`config.mk`:
```
export PLATFORM = sky130hd
export DESIGN_NAME = cpu_io_bridge
export DESIGN_NICKNAME = d
export VERILOG_FILES = /design/src/rtl/cpu_io_bridge.sv
export SDC_FILE = /design/constraint.sdc
export NUM_CORES = 1
export LEC_CHECK = 0
export CAP_MARGIN = 10
export CORE_MARGIN = 2
export CORE_UTILIZATION = 35
export DETAILED_ROUTE_END_ITERATION = 10
export GPL_ROUTABILITY_DRIVEN = 1
export GPL_TIMING_DRIVEN = 0
export SLEW_MARGIN = 20
export SYNTH_ARGS = -nofsm -noshare
export SYNTH_HDL_FRONTEND = slang
export SYNTH_SLANG_ARGS = --single-unit
```
`constraint.sdc`:
```
create_clock -name clk -period 5.4 [get_ports clk]
set_clock_uncertainty 0.2 [all_clocks]
set_input_delay 1.62 -clock clk [delete_from_list [all_inputs] [get_ports clk]]
set_output_delay 1.62 -clock clk [all_outputs]
set_load 0.02 [all_outputs]
```
`src/rtl/cpu_io_bridge.sv`:
```
// cpu_io_bridge: serial host-side endpoint for the CPU I/O ports.
//   RX: 8N1 UART bytes on rx are packed LSB byte first into 32-bit words.
//       Each complete word appears on input_reg with a one-cycle write_in_EN.
//       If the line stays idle too long between bytes, the partial word is dropped.
//   TX: each new a0 value is sent as 4 UART bytes on tx, LSB byte first.
//
// Ports:
//   clk         system clock, rising edge
//   rst         synchronous active-high reset
//   rx          UART receive line (already synchronised), idle high
//   a0          CPU a0 register value to report
//   input_reg   last fully received word
//   write_in_EN one-cycle strobe marking a new input_reg value
//   tx          UART transmit line, idle high
//   tx_busy     high while a 4-byte TX frame is in progress
//
// RX FSM:
//   state   | meaning
//   R_IDLE  | line idle, waiting for a start bit; runs the inter-byte timeout
//   R_START | checks the middle of the start bit to reject glitches
//   R_DATA  | samples 8 data bits, LSB first
//   R_STOP  | checks the stop bit, then commits or discards the byte
// TX FSM:
//   state   | meaning
//   T_IDLE  | compares a0 with the last value sent
//   T_START | drives the start bit
//   T_DATA  | drives 8 data bits, LSB first
//   T_STOP  | drives the stop bit, then moves to the next byte or finishes
module cpu_io_bridge #(
    parameter int CLKS_PER_BIT = 868,
    parameter int BYTE_TIMEOUT = 20000
) (
    input  logic        clk,
    input  logic        rst,
    input  logic        rx,
    input  logic [31:0] a0,
    output logic [31:0] input_reg,
    output logic        write_in_EN,
    output logic        tx,
    output logic        tx_busy
);
    localparam int CNT_MAX = (CLKS_PER_BIT > BYTE_TIMEOUT) ? CLKS_PER_BIT : BYTE_TIMEOUT;
    localparam int CW      = $clog2(CNT_MAX + 1);

    localparam logic [CW-1:0] BIT_END     = CW'(CLKS_PER_BIT - 1);
    localparam logic [CW-1:0] HALF_BIT    = CW'(CLKS_PER_BIT / 2);
    localparam logic [CW-1:0] TIMEOUT_END = CW'(BYTE_TIMEOUT - 1);

    localparam logic [1:0] R_IDLE  = 2'd0;
    localparam logic [1:0] R_START = 2'd1;
    localparam logic [1:0] R_DATA  = 2'd2;
    localparam logic [1:0] R_STOP  = 2'd3;

    localparam logic [1:0] T_IDLE  = 2'd0;
    localparam logic [1:0] T_START = 2'd1;
    localparam logic [1:0] T_DATA  = 2'd2;
    localparam logic [1:0] T_STOP  = 2'd3;

    logic [1:0]    r_state;
    logic [CW-1:0] r_cnt;
    logic [CW-1:0] idle_cnt;
    logic [2:0]    r_bit;
    logic [7:0]    r_shift;
    logic [1:0]    r_idx;
    logic [23:0]   r_word;   // bytes 0..2 of the word being assembled

    logic [1:0]    t_state;
    logic [CW-1:0] t_cnt;
    logic [2:0]    t_bit;
    logic [1:0]    t_idx;
    logic [31:0]   t_shift;
    logic [31:0]   a0_last;

    always_ff @(posedge clk) begin
        if (rst) begin
            r_state     <= R_IDLE;
            r_cnt       <= '0;
            idle_cnt    <= '0;
            r_bit       <= '0;
            r_shift     <= '0;
            r_idx       <= '0;
            r_word      <= '0;
            input_reg   <= '0;
            write_in_EN <= 1'b0;
        end else begin
            write_in_EN <= 1'b0;
            case (r_state)
                R_IDLE: begin
                    if (!rx) begin
                        r_state  <= R_START;
                        r_cnt    <= '0;
                        idle_cnt <= '0;
                    end else if (r_idx != 2'd0) begin
                        // Partial word abandoned once the gap reaches BYTE_TIMEOUT.
                        if (idle_cnt == TIMEOUT_END) begin
                            r_idx    <= '0;
                            idle_cnt <= '0;
                        end else begin
                            idle_cnt <= idle_cnt + 1'b1;
                        end
                    end
                end
                R_START: begin
                    if (r_cnt == HALF_BIT) begin
                        r_cnt   <= '0;
                        r_bit   <= '0;
                        r_state <= rx ? R_IDLE : R_DATA;
                    end else begin
                        r_cnt <= r_cnt + 1'b1;
                    end
                end
                R_DATA: begin
                    if (r_cnt == BIT_END) begin
                        r_cnt   <= '0;
                        r_shift <= {rx, r_shift[7:1]};
                        r_bit   <= r_bit + 1'b1;
                        if (r_bit == 3'd7) r_state <= R_STOP;
                    end else begin
                        r_cnt <= r_cnt + 1'b1;
                    end
                end
                R_STOP: begin
                    if (r_cnt == BIT_END) begin
                        r_cnt   <= '0;
                        r_state <= R_IDLE;
                        if (rx) begin
                            r_idx <= r_idx + 1'b1;   // wraps to 0 after byte 3
                            case (r_idx)
                                2'd0: r_word[7:0]   <= r_shift;
                                2'd1: r_word[15:8]  <= r_shift;
                                2'd2: r_word[23:16] <= r_shift;
                                default: begin
                                    input_reg   <= {r_shift, r_word};
                                    write_in_EN <= 1'b1;
                                end
                            endcase
                        end else begin
                            r_idx <= '0;
                        end
                    end else begin
                        r_cnt <= r_cnt + 1'b1;
                    end
                end
                default: r_state <= R_IDLE;
            endcase
        end
    end

    // t_shift is consumed from bit 0 upward, so after each byte's 8 data bits
    // the next byte is already sitting in the low bits.
    always_ff @(posedge clk) begin
        if (rst) begin
            t_state <= T_IDLE;
            t_cnt   <= '0;
            t_bit   <= '0;
            t_idx   <= '0;
            t_shift <= '0;
            a0_last <= '0;
            tx      <= 1'b1;
            tx_busy <= 1'b0;
        end else begin
            case (t_state)
                T_IDLE: begin
                    if (a0 != a0_last) begin
                        t_shift <= a0;
                        a0_last <= a0;
                        tx_busy <= 1'b1;
                        t_idx   <= '0;
                        t_cnt   <= '0;
                        tx      <= 1'b0;
                        t_state <= T_START;
                    end
                end
                T_START: begin
                    if (t_cnt == BIT_END) begin
                        t_cnt   <= '0;
                        t_bit   <= '0;
                        tx      <= t_shift[0];
                        t_shift <= {1'b0, t_shift[31:1]};
                        t_state <= T_DATA;
                    end else begin
                        t_cnt <= t_cnt + 1'b1;
                    end
                end
                T_DATA: begin
                    if (t_cnt == BIT_END) begin
                        t_cnt <= '0;
                        if (t_bit == 3'd7) begin
                            tx      <= 1'b1;
                            t_state <= T_STOP;
                        end else begin
                            tx      <= t_shift[0];
                            t_shift <= {1'b0, t_shift[31:1]};
                            t_bit   <= t_bit + 1'b1;
                        end
                    end else begin
                        t_cnt <= t_cnt + 1'b1;
                    end
                end
                T_STOP: begin
                    if (t_cnt == BIT_END) begin
                        t_cnt <= '0;
                        if (t_idx == 2'd3) begin
                            tx_busy <= 1'b0;
                            t_state <= T_IDLE;
                        end else begin
                            t_idx   <= t_idx + 1'b1;
                            tx      <= 1'b0;
                            t_state <= T_START;
                        end
                    end else begin
                        t_cnt <= t_cnt + 1'b1;
                    end
                end
                default: t_state <= T_IDLE;
            endcase
        end
    end

endmodule

```
## Word-level counts from Yosys, hierarchy flattened

Index checks and enable logic that the tools add are counted.

- Register bits after elaboration: 190
- Output and inout bits: 35
- Word-level logic and storage cells: 150

- Add/subtract/negate cells: 7
- Equality and inequality tests: 33
- Multiplexer cells: 58
- Bitwise operators: 4
- Reductions and logical operators: 29

Operators with widths:

| operator | count |
|---|---|
| $mux 32 | 4 |
| $mux 15 | 8 |
| $pmux 32 s3 | 1 |
| $add 15x1->15 const B | 3 |
| $pmux 15 s3 | 1 |
| $mux 2 | 19 |
| $ne 2x2->1 const B | 16 |
| $ne 32x32->1 | 1 |
| $eq 15x10->1 const B | 2 |
| $pmux 15 s2 | 1 |
| $reduce_and 4->1 | 7 |
| $reduce_and 5->1 | 5 |
| $pmux 2 s4 | 2 |
| $eq 15x15->1 const B | 1 |
| $eq 15x9->1 const B | 1 |
| $mux 3 | 5 |
| $eq 2x2->1 const B | 6 |
| $pmux 3 s2 | 2 |
| $mux 1 | 11 |
| $reduce_bool 2->1 | 5 |
| $pmux 2 s2 | 2 |
| $add 3x1->3 const B | 2 |
| $eq 2x1->1 const B | 3 |
| $eq 3x3->1 const B | 2 |
| other kinds (12) | 21 |

## Depth between registers and ports, before layout

Gate-level depths: netlist (run 1).

- Depth in word-level cells: 5
- Gate-level depth with buffers: 9
- Mapped depth without buffers: 8

## Worst setup path before layout (run 1)

OpenSTA, ideal clock, no wires.

- Path kind: input to register
- From: input port a0[22]
- To: register a0_last[10]
- Setup time: 0.128 ns
- Arrival time: 3.155 ns
- Data required time: 5.072 ns
- Slack: 1.917 ns
- Cell stages on the path: 7
- Path buffers: 1
- Path through: xnor2_1 > nand4_1 > or4_1 > o21ai_4 > buf_6 > mux2i_1 > nor2_1

- Longest elaborated chain between the ends: 2

Ends and longest elaborated chain:

| element | line | source |
|---|---|---|
| start, declared | 36 | `input logic [31:0] a0,` |
| $ne 32x32->1 | 164 | `if (a0 != a0_last) begin` |
| $reduce_and 2->1 (no line) | n/a |  |
| end signal, assigned | 158 | `a0_last <= '0;` |
| end signal, assigned | 166 | `a0_last <= a0;` |
| end, declared | 72 | `logic [31:0] a0_last;` |

No other way between the ends.
A chain may end at the register's enable or synchronous reset.

## Final worst setup path (run 1)

- From: input port a0[24]
- To: register t_cnt[9]

- Longest elaborated chain between the ends: 2

Ends and longest elaborated chain:

| element | line | source |
|---|---|---|
| $ne 32x32->1 | 164 |  |
| $ne 2x2->1 (no line) | n/a |  |
| end signal, assigned | 182 | `t_cnt <= t_cnt + 1'b1;` |
| end signal, assigned | 197 | `t_cnt <= t_cnt + 1'b1;` |
| end signal, assigned | 212 | `t_cnt <= t_cnt + 1'b1;` |
| end, declared | 68 | `logic [CW-1:0] t_cnt;` |

No other way between the ends.

==> results of run 1 <==
==> worst max-delay path: cells and delay by family <==
| family | cells | cell delay, ns |
|---|---|---|
| buf+inv | 2 | 0.88 |
| compound gates | 1 | 0.26 |
| xor+xnor | 1 | 0.17 |
| simple gates | 3 | 1.43 |
==> per-stage QoR <==
step           instances  instance area [um^2]   util  power, mW
6_report            1418                 10400  0.427       4.15
2_1_floorplan        994                  8700      -       2.61
4_1_cts             1418                 10400  0.427       4.20
3_3_place_gp        1386                  9780  0.401       2.85
3_5_place_dp        1386                  9780  0.401       2.86
5_1_grt             1418                 10400  0.427       4.39
==> layout make-up <==
type / instances / area, um^2
Clock buffer: 17 / 425
Tap cell: 324 / 405
Fill cell: 2475 / 14000
Timing Repair Buffer: 68 / 681
Inverter: 9 / 33.8
Multi-Input combinational cell: 739 / 4570
Sequential cell: 190 / 3800
Clock inverter: 15 / 213
Buffer: 56 / 292
==> cell families after synthesis <==
group,share of synthesized area
AOI/OAI and AO/OA,0.149
xor gates and xnor gates,0.0433
adders and majority gates,0.0245
buffers and inverters,0.0374
DFF,0.437
muxes,0.0876
and+or+nand+nor,0.221
==> final timing paths <==
check,from,end,slack [ns],cells past startpoint
max,a0[24],t_cnt[9]$_SDFFE_PP0P_,1.18,7
min,input_reg[5]$_SDFFE_PP0P_,input_reg[5]$_SDFFE_PP0P_,0.25,2
max reg2reg,a0_last[22]$_SDFFE_PP0P_,t_cnt[9]$_SDFFE_PP0P_,2.55,6
min reg2reg,input_reg[5]$_SDFFE_PP0P_,input_reg[5]$_SDFFE_PP0P_,0.25,2
==> synthesized netlist by cell type (4+ instances only) <==
cell and number:
clkbuf_1 34, buf_2 8, and2_1 6, a21oi_1 85
inv_1 8, o21ai_0 29, nor4_1 7, a311oi_1 9
a22oi_1 5, nor3_1 19, nand4_1 19, mux2i_1 75
a31oi_1 5, dfxtp_1 190, and3_1 13, a211oi_1 5
a211oi_2 29, nor2_1 133, nand3_1 21, buf_6 6
buf_4 7, xor2_1 7, ha_1 17, nand2_1 162
and4_1 4, nor2b_1 5, xnor2_1 36
==> power groups by stage <==
stage	combinational, mW	clock (mW)	sequential, mW
final	1.15	1.33	1.68
after global routing	1.27	1.42	1.70
after CTS	1.16	1.37	1.68
after detailed placement	1.16	0	1.71
after global placement	1.14	0	1.70
after floorplan	0.915	0	1.69
==> metal layers <==
metal  vias up  part of all wire  wire (um)  global-route usage
met1      3428              0.50      10200               0.222
met5         -                 0          0                   0
met2       117              0.46       9260               0.253
met4         0             0.012        244              0.0434
li1       3653                 -          -                   -
met3        16             0.031        628              0.0270
==> layout by cell type, fill, tap and decap left out, types with 7 or more instances in the layout <==
master,netlist,routed
a311oi_1,9,9
clkbuf_1,34,34
nor2_1,133,133
xnor2_1,36,36
a21oi_1,85,85
nand4_1,19,19
ha_1,17,17
xor2_1,7,7
o21ai_0,29,29
nand2_1,162,162
inv_1,8,8
nand3_1,21,21
a211oi_2,29,29
buf_2,8,8
nor4_1,7,7
dfxtp_1,190,190
buf_4,7,7
nor3_1,19,19
clkdlybuf4s50_1,0,68
clkbuf_16,0,17
mux2i_1,75,75
and3_1,13,13
==> run summary, run 1 <==
Flop pwr share - 0.403
Root Buffer - clkbuf_16
Dominant cells by area after synthesis - dfxtp_1 (44%), mux2i_1 (8.6%), nand2_1 (7.0%), nor2_1 (5.7%), a21oi_1 (4.9%)
Initial antenna violation count - 0
Dpl ws - 0.746 ns
Hold buffers post-CTS - 0
H-tree levels - 4
Cts repair resizes - 0
Critical-path cell list - clkdlybuf4s50_1 > xnor2_1 > nand4_1 > nor4_1 > nand3_1 > buf_2 > a311oi_1
# DRC - 0
Antenna diode count - 0
YS warnings - 0
Core ar. - 24400 um^2
Final Max Tran Viols - 0
Initial Util - 0.357
Largest net degree at the start of global routing - 22
Detail-routed via count per cell - 5.09
Synth top area share - 0.437
Slowest-stage cell, CP - nor4_1
Hold slack final - 0.252 ns
Later-pin clock latency in the skew report - 0.44 ns
Worst-path clk slew - 0.08 ns
EDFF count, synth - 0
Post-DP HPWL - 14.6 mm
Crit path launch type - primary input
Critical Path Sink Type - register
Cells after synthesis - 994
Cts bufs inserted - 17
Vias in the first global route - 6617
Switch share - 0.334
Flops & latches, synth - 190
Die outline width - 162 um
Slew headroom - 0.315
Pwr dens - 399 nW/um^2
Total negative slack - 0 ns
Critical path's largest stage delay - 0.88 ns
Gpl congestion - 0.858
WP data arrival - 4.38 ns
Synthesized area per cell - 8.75 um^2
Antenna-violating nets left - 0
Worst-Margin Slew - 1.02 ns
RSZ-0062 raised after global routing - false
Crit share post-route - 0.782
Max Fclk - 237 MHz
Layout Nets - 1133
CTS tree - built
Avg WL per Cell - 14.3 um
Row cnt - 57
Layout cells sized above 1 - 0.0859
CP Class - in2reg
Ys async rst share - 0
First-iteration detailed-routing DRC count - 400
Ys flop type - dfxtp_1
Setup ws final - 1.18 ns
P_sw - 1.39 mW
Die Y - 162 um
Initial DRT Pass Iterations - 5
Required @ worst endpoint - 5.56 ns
Grt total ovfl - 0
Distinct cells, synth - 58
CTS sink count - 190
Area grow syn2layout - 19.8%
GRT Util Overall - 0.159
Global-route wire length before repair - 33.8 mm
Outcome - finished clean
Fin. Hold Viols - 0
Peak supply drop - 0.000206 V
Tmin final - 4.22 ns
Sequential share of the synthesized area - 0.437
P_leak - 3.64 nW
Setup violators final - 0
Max cap viols - 0
# IOs - 70
Syn_nets - 1046
CTS Buffer Depth - 2
Logic pwr share - 0.278
P_int - 2.77 mW
Vias post-DR - 7214
Synth Cell Area - 8700 um^2
Min-Delay Path Class - reg2reg
WL final - 20.3 mm
Worst-path maximum fanout - 10
Clock network fraction of total power - 0.319
Die area - 26100 um^2
Largest area contributor in the netlist - dfxtp_1
Port bufs - 68
Setup Fix Bufs, Post-CTS - 0
Note: power is estimated with default switching activity, not from simulation.
==> inputs of run 2 (changes only) <==
==> constraint.sdc (replaced) <==
create_clock -name clk -period 3.6 [get_ports clk]
set_clock_uncertainty 0.2 [all_clocks]
set_input_delay 1.08 -clock clk [delete_from_list [all_inputs] [get_ports clk]]
set_output_delay 1.08 -clock clk [all_outputs]
set_load 0.02 [all_outputs]
==> run summary, run 2 (synthesis gave the netlist of run 1 again) <==
Dpl cell area - 9780 um^2 (unchanged)
Die Y - 162 um (unchanged)
Area grow syn2layout - 20.1% (was 19.8%)
Final Max Tran Viols - 0 (unchanged)
Critical Path Sink Type - register (unchanged)
Required @ worst endpoint - 3.71 ns (was 5.56 ns)
Global-route wire length before repair - 33.8 mm (about the same)
Grt total ovfl - 0 (unchanged)
Die outline width - 162 um (unchanged)
Initial DRT Pass Iterations - 6 (was 5)
Root Buffer - clkbuf_16 (unchanged)
Setup Fix Bufs, Post-CTS - 0 (unchanged)
Port bufs - 68 (unchanged)
Layout Nets - 1133 (unchanged)
Worst-Margin Slew - 0.740 ns (was 1.02 ns)
CTS tree - built (unchanged)
Row cnt - 57 (unchanged)
First-iteration detailed-routing DRC count - 391 (was 400)
Dpl ws - -0.514 ns (was 0.746 ns)
Gpl congestion - 0.858 (unchanged)
GRT Util Overall - 0.159 (about the same)
Initial Util - 0.357 (unchanged)
Outcome - finished clean (unchanged)
Slew headroom - 0.507 (was 0.315)
Layout cells sized above 1 - 0.0878 (was 0.0859)
Max Fclk - 292 MHz
# IOs - 70 (unchanged)
Setup violators final - 0 (unchanged)
Initial antenna violation count - 0 (unchanged)
Vias post-DR - 7209 (was 7214)
Commonest non-fill, non-tap cell in the layout - dfxtp_1 (unchanged)
Final Power - 6.24 mW (was 4.15 mW)
Antenna-violating nets left - 0 (unchanged)
CTS sink count - 190 (unchanged)
P_leak - 3.66 nW (was 3.64 nW)
Fin. Hold Viols - 0 (unchanged)
Worst-path maximum fanout - 10 (unchanged)
Cts bufs inserted - 17 (unchanged)
Later-pin clock latency in the skew report - 0.44 ns (about the same)
Design Area, Final - 10400 um^2 (about the same)
Vias in the first global route - 6626 (was 6617)
Post-DP HPWL - 14.6 mm (unchanged)
Tmin final - 3.42 ns
Min-Delay Path Class - reg2reg (unchanged)
Core ar. - 24400 um^2 (unchanged)
Commonest non-fill, non-tap cells in the layout - dfxtp_1 (190), nand2_1 (162), nor2_1 (133) (unchanged)
Antenna diode count - 0 (unchanged)
Peak supply drop - 0.000307 V (was 0.000206 V)
Avg WL per Cell - 14.4 um (was 14.3 um)
Crit path launch type - primary input (unchanged)
WP data arrival - 3.54 ns (was 4.38 ns)
Max cap viols - 0 (unchanged)
Finished Core Util - 0.428 (was 0.427)
Setup ws final - 0.175 ns (was 1.18 ns)
Crit share post-route - 0.951
Die area - 26100 um^2 (unchanged)
H-tree levels - 4 (unchanged)
Largest net degree at the start of global routing - 22 (unchanged)
CTS Buffer Depth - 2 (unchanged)
Detail-routed via count per cell - 5.08 (was 5.09)
WL final - 20.4 mm (was 20.3 mm)
Total negative slack - 0 ns (unchanged)
Pwr dens - 598 nW/um^2 (was 399 nW/um^2)
Worst-path clk slew - 0.08 ns (about the same)
# DRC - 0 (unchanged)
CP Class - in2reg (unchanged)
-- run 2: cell counts in the layout (fill, tap and decap cells not counted) --
Identical to the previous run, type by type.
-- run 2: metrics by stage --
stage / instances / hold slack [ns]
3_5_place_dp: 1386 / 0.244
5_1_grt: 1418 / 0.271
6_report: 1418 / 0.252
2_1_floorplan: 994 / 0.232
4_1_cts: 1418 / 0.256
3_3_place_gp: 1386 / 0.240
-- run 2: worst max-delay path: stages --
cell and delay [ns]:
clkdlybuf4s50_1 0.57, xnor2_1 0.17, nand4_1 0.20, or4_1 0.70
o21ai_4 0.32, buf_6 0.22, mux2i_1 0.22, nor2_1 0.05
-- run 2: routing by layer --
metal  track usage  wire, um  up-vias
met4        0.0434       248        0
met5             0         0        -
li1              -         -     3653
met3        0.0270       581       20
met2         0.254      9390      106
met1         0.222     10200     3430
-- run 2: what timing repair did --
action                                  CTS  global route
cloned                                    0             0
hold buffers                              0             0
endpoints found under the setup margin    8             9
resized for setup                         1             2
pin swaps                                 0             0
-- run 2: where the power goes --
| group | leakage (nW) | switching [mW] | internal, mW |
|---|---|---|---|
| clock | 0.309 | 0.969 | 1.02 |
| sequential | 1.55 | 0.153 | 2.36 |
| combinational | 1.80 | 0.971 | 0.767 |
| total | 3.66 | 2.09 | 4.15 |
-- run 2: path summary, 6_finish.rpt --
path | start | to | slack, ns | depth (start not counted)
max | a0[24] | a0_last[28]$_SDFFE_PP0P_ | 0.18 | 8
min reg2reg | input_reg[5]$_SDFFE_PP0P_ | input_reg[5]$_SDFFE_PP0P_ | 0.25 | 2
min | input_reg[5]$_SDFFE_PP0P_ | input_reg[5]$_SDFFE_PP0P_ | 0.25 | 2
max reg2reg | t_cnt[0]$_SDFFE_PP0P_ | t_shift[28]$_SDFFE_PP0P_ | 0.79 | 8
-- run 2: area by class of cell --
class / instances / area [um^2]
clock inverter: 15 / 213
timing repair buffer: 68 / 681
sequential: 190 / 3800
tap: 324 / 405
inverter: 9 / 33.8
clock buffer: 17 / 425
fill: 2473 / 13900
buffer: 56 / 292
multi-input combinational: 739 / 4590
==> inputs of run 3 (changes only) <==
--- a/config.mk
+++ b/config.mk
@@ -11,7 +11,7 @@
 export DETAILED_ROUTE_END_ITERATION = 10
 export GPL_ROUTABILITY_DRIVEN = 1
 export GPL_TIMING_DRIVEN = 0
-export SLEW_MARGIN = 20
 export SYNTH_ARGS = -nofsm -noshare
 export SYNTH_HDL_FRONTEND = slang
 export SYNTH_SLANG_ARGS = --single-unit
+export TNS_END_PERCENT = 20
==> results of run 3 <==
The final DEF is identical to that of run 2; final timing and power are the same.
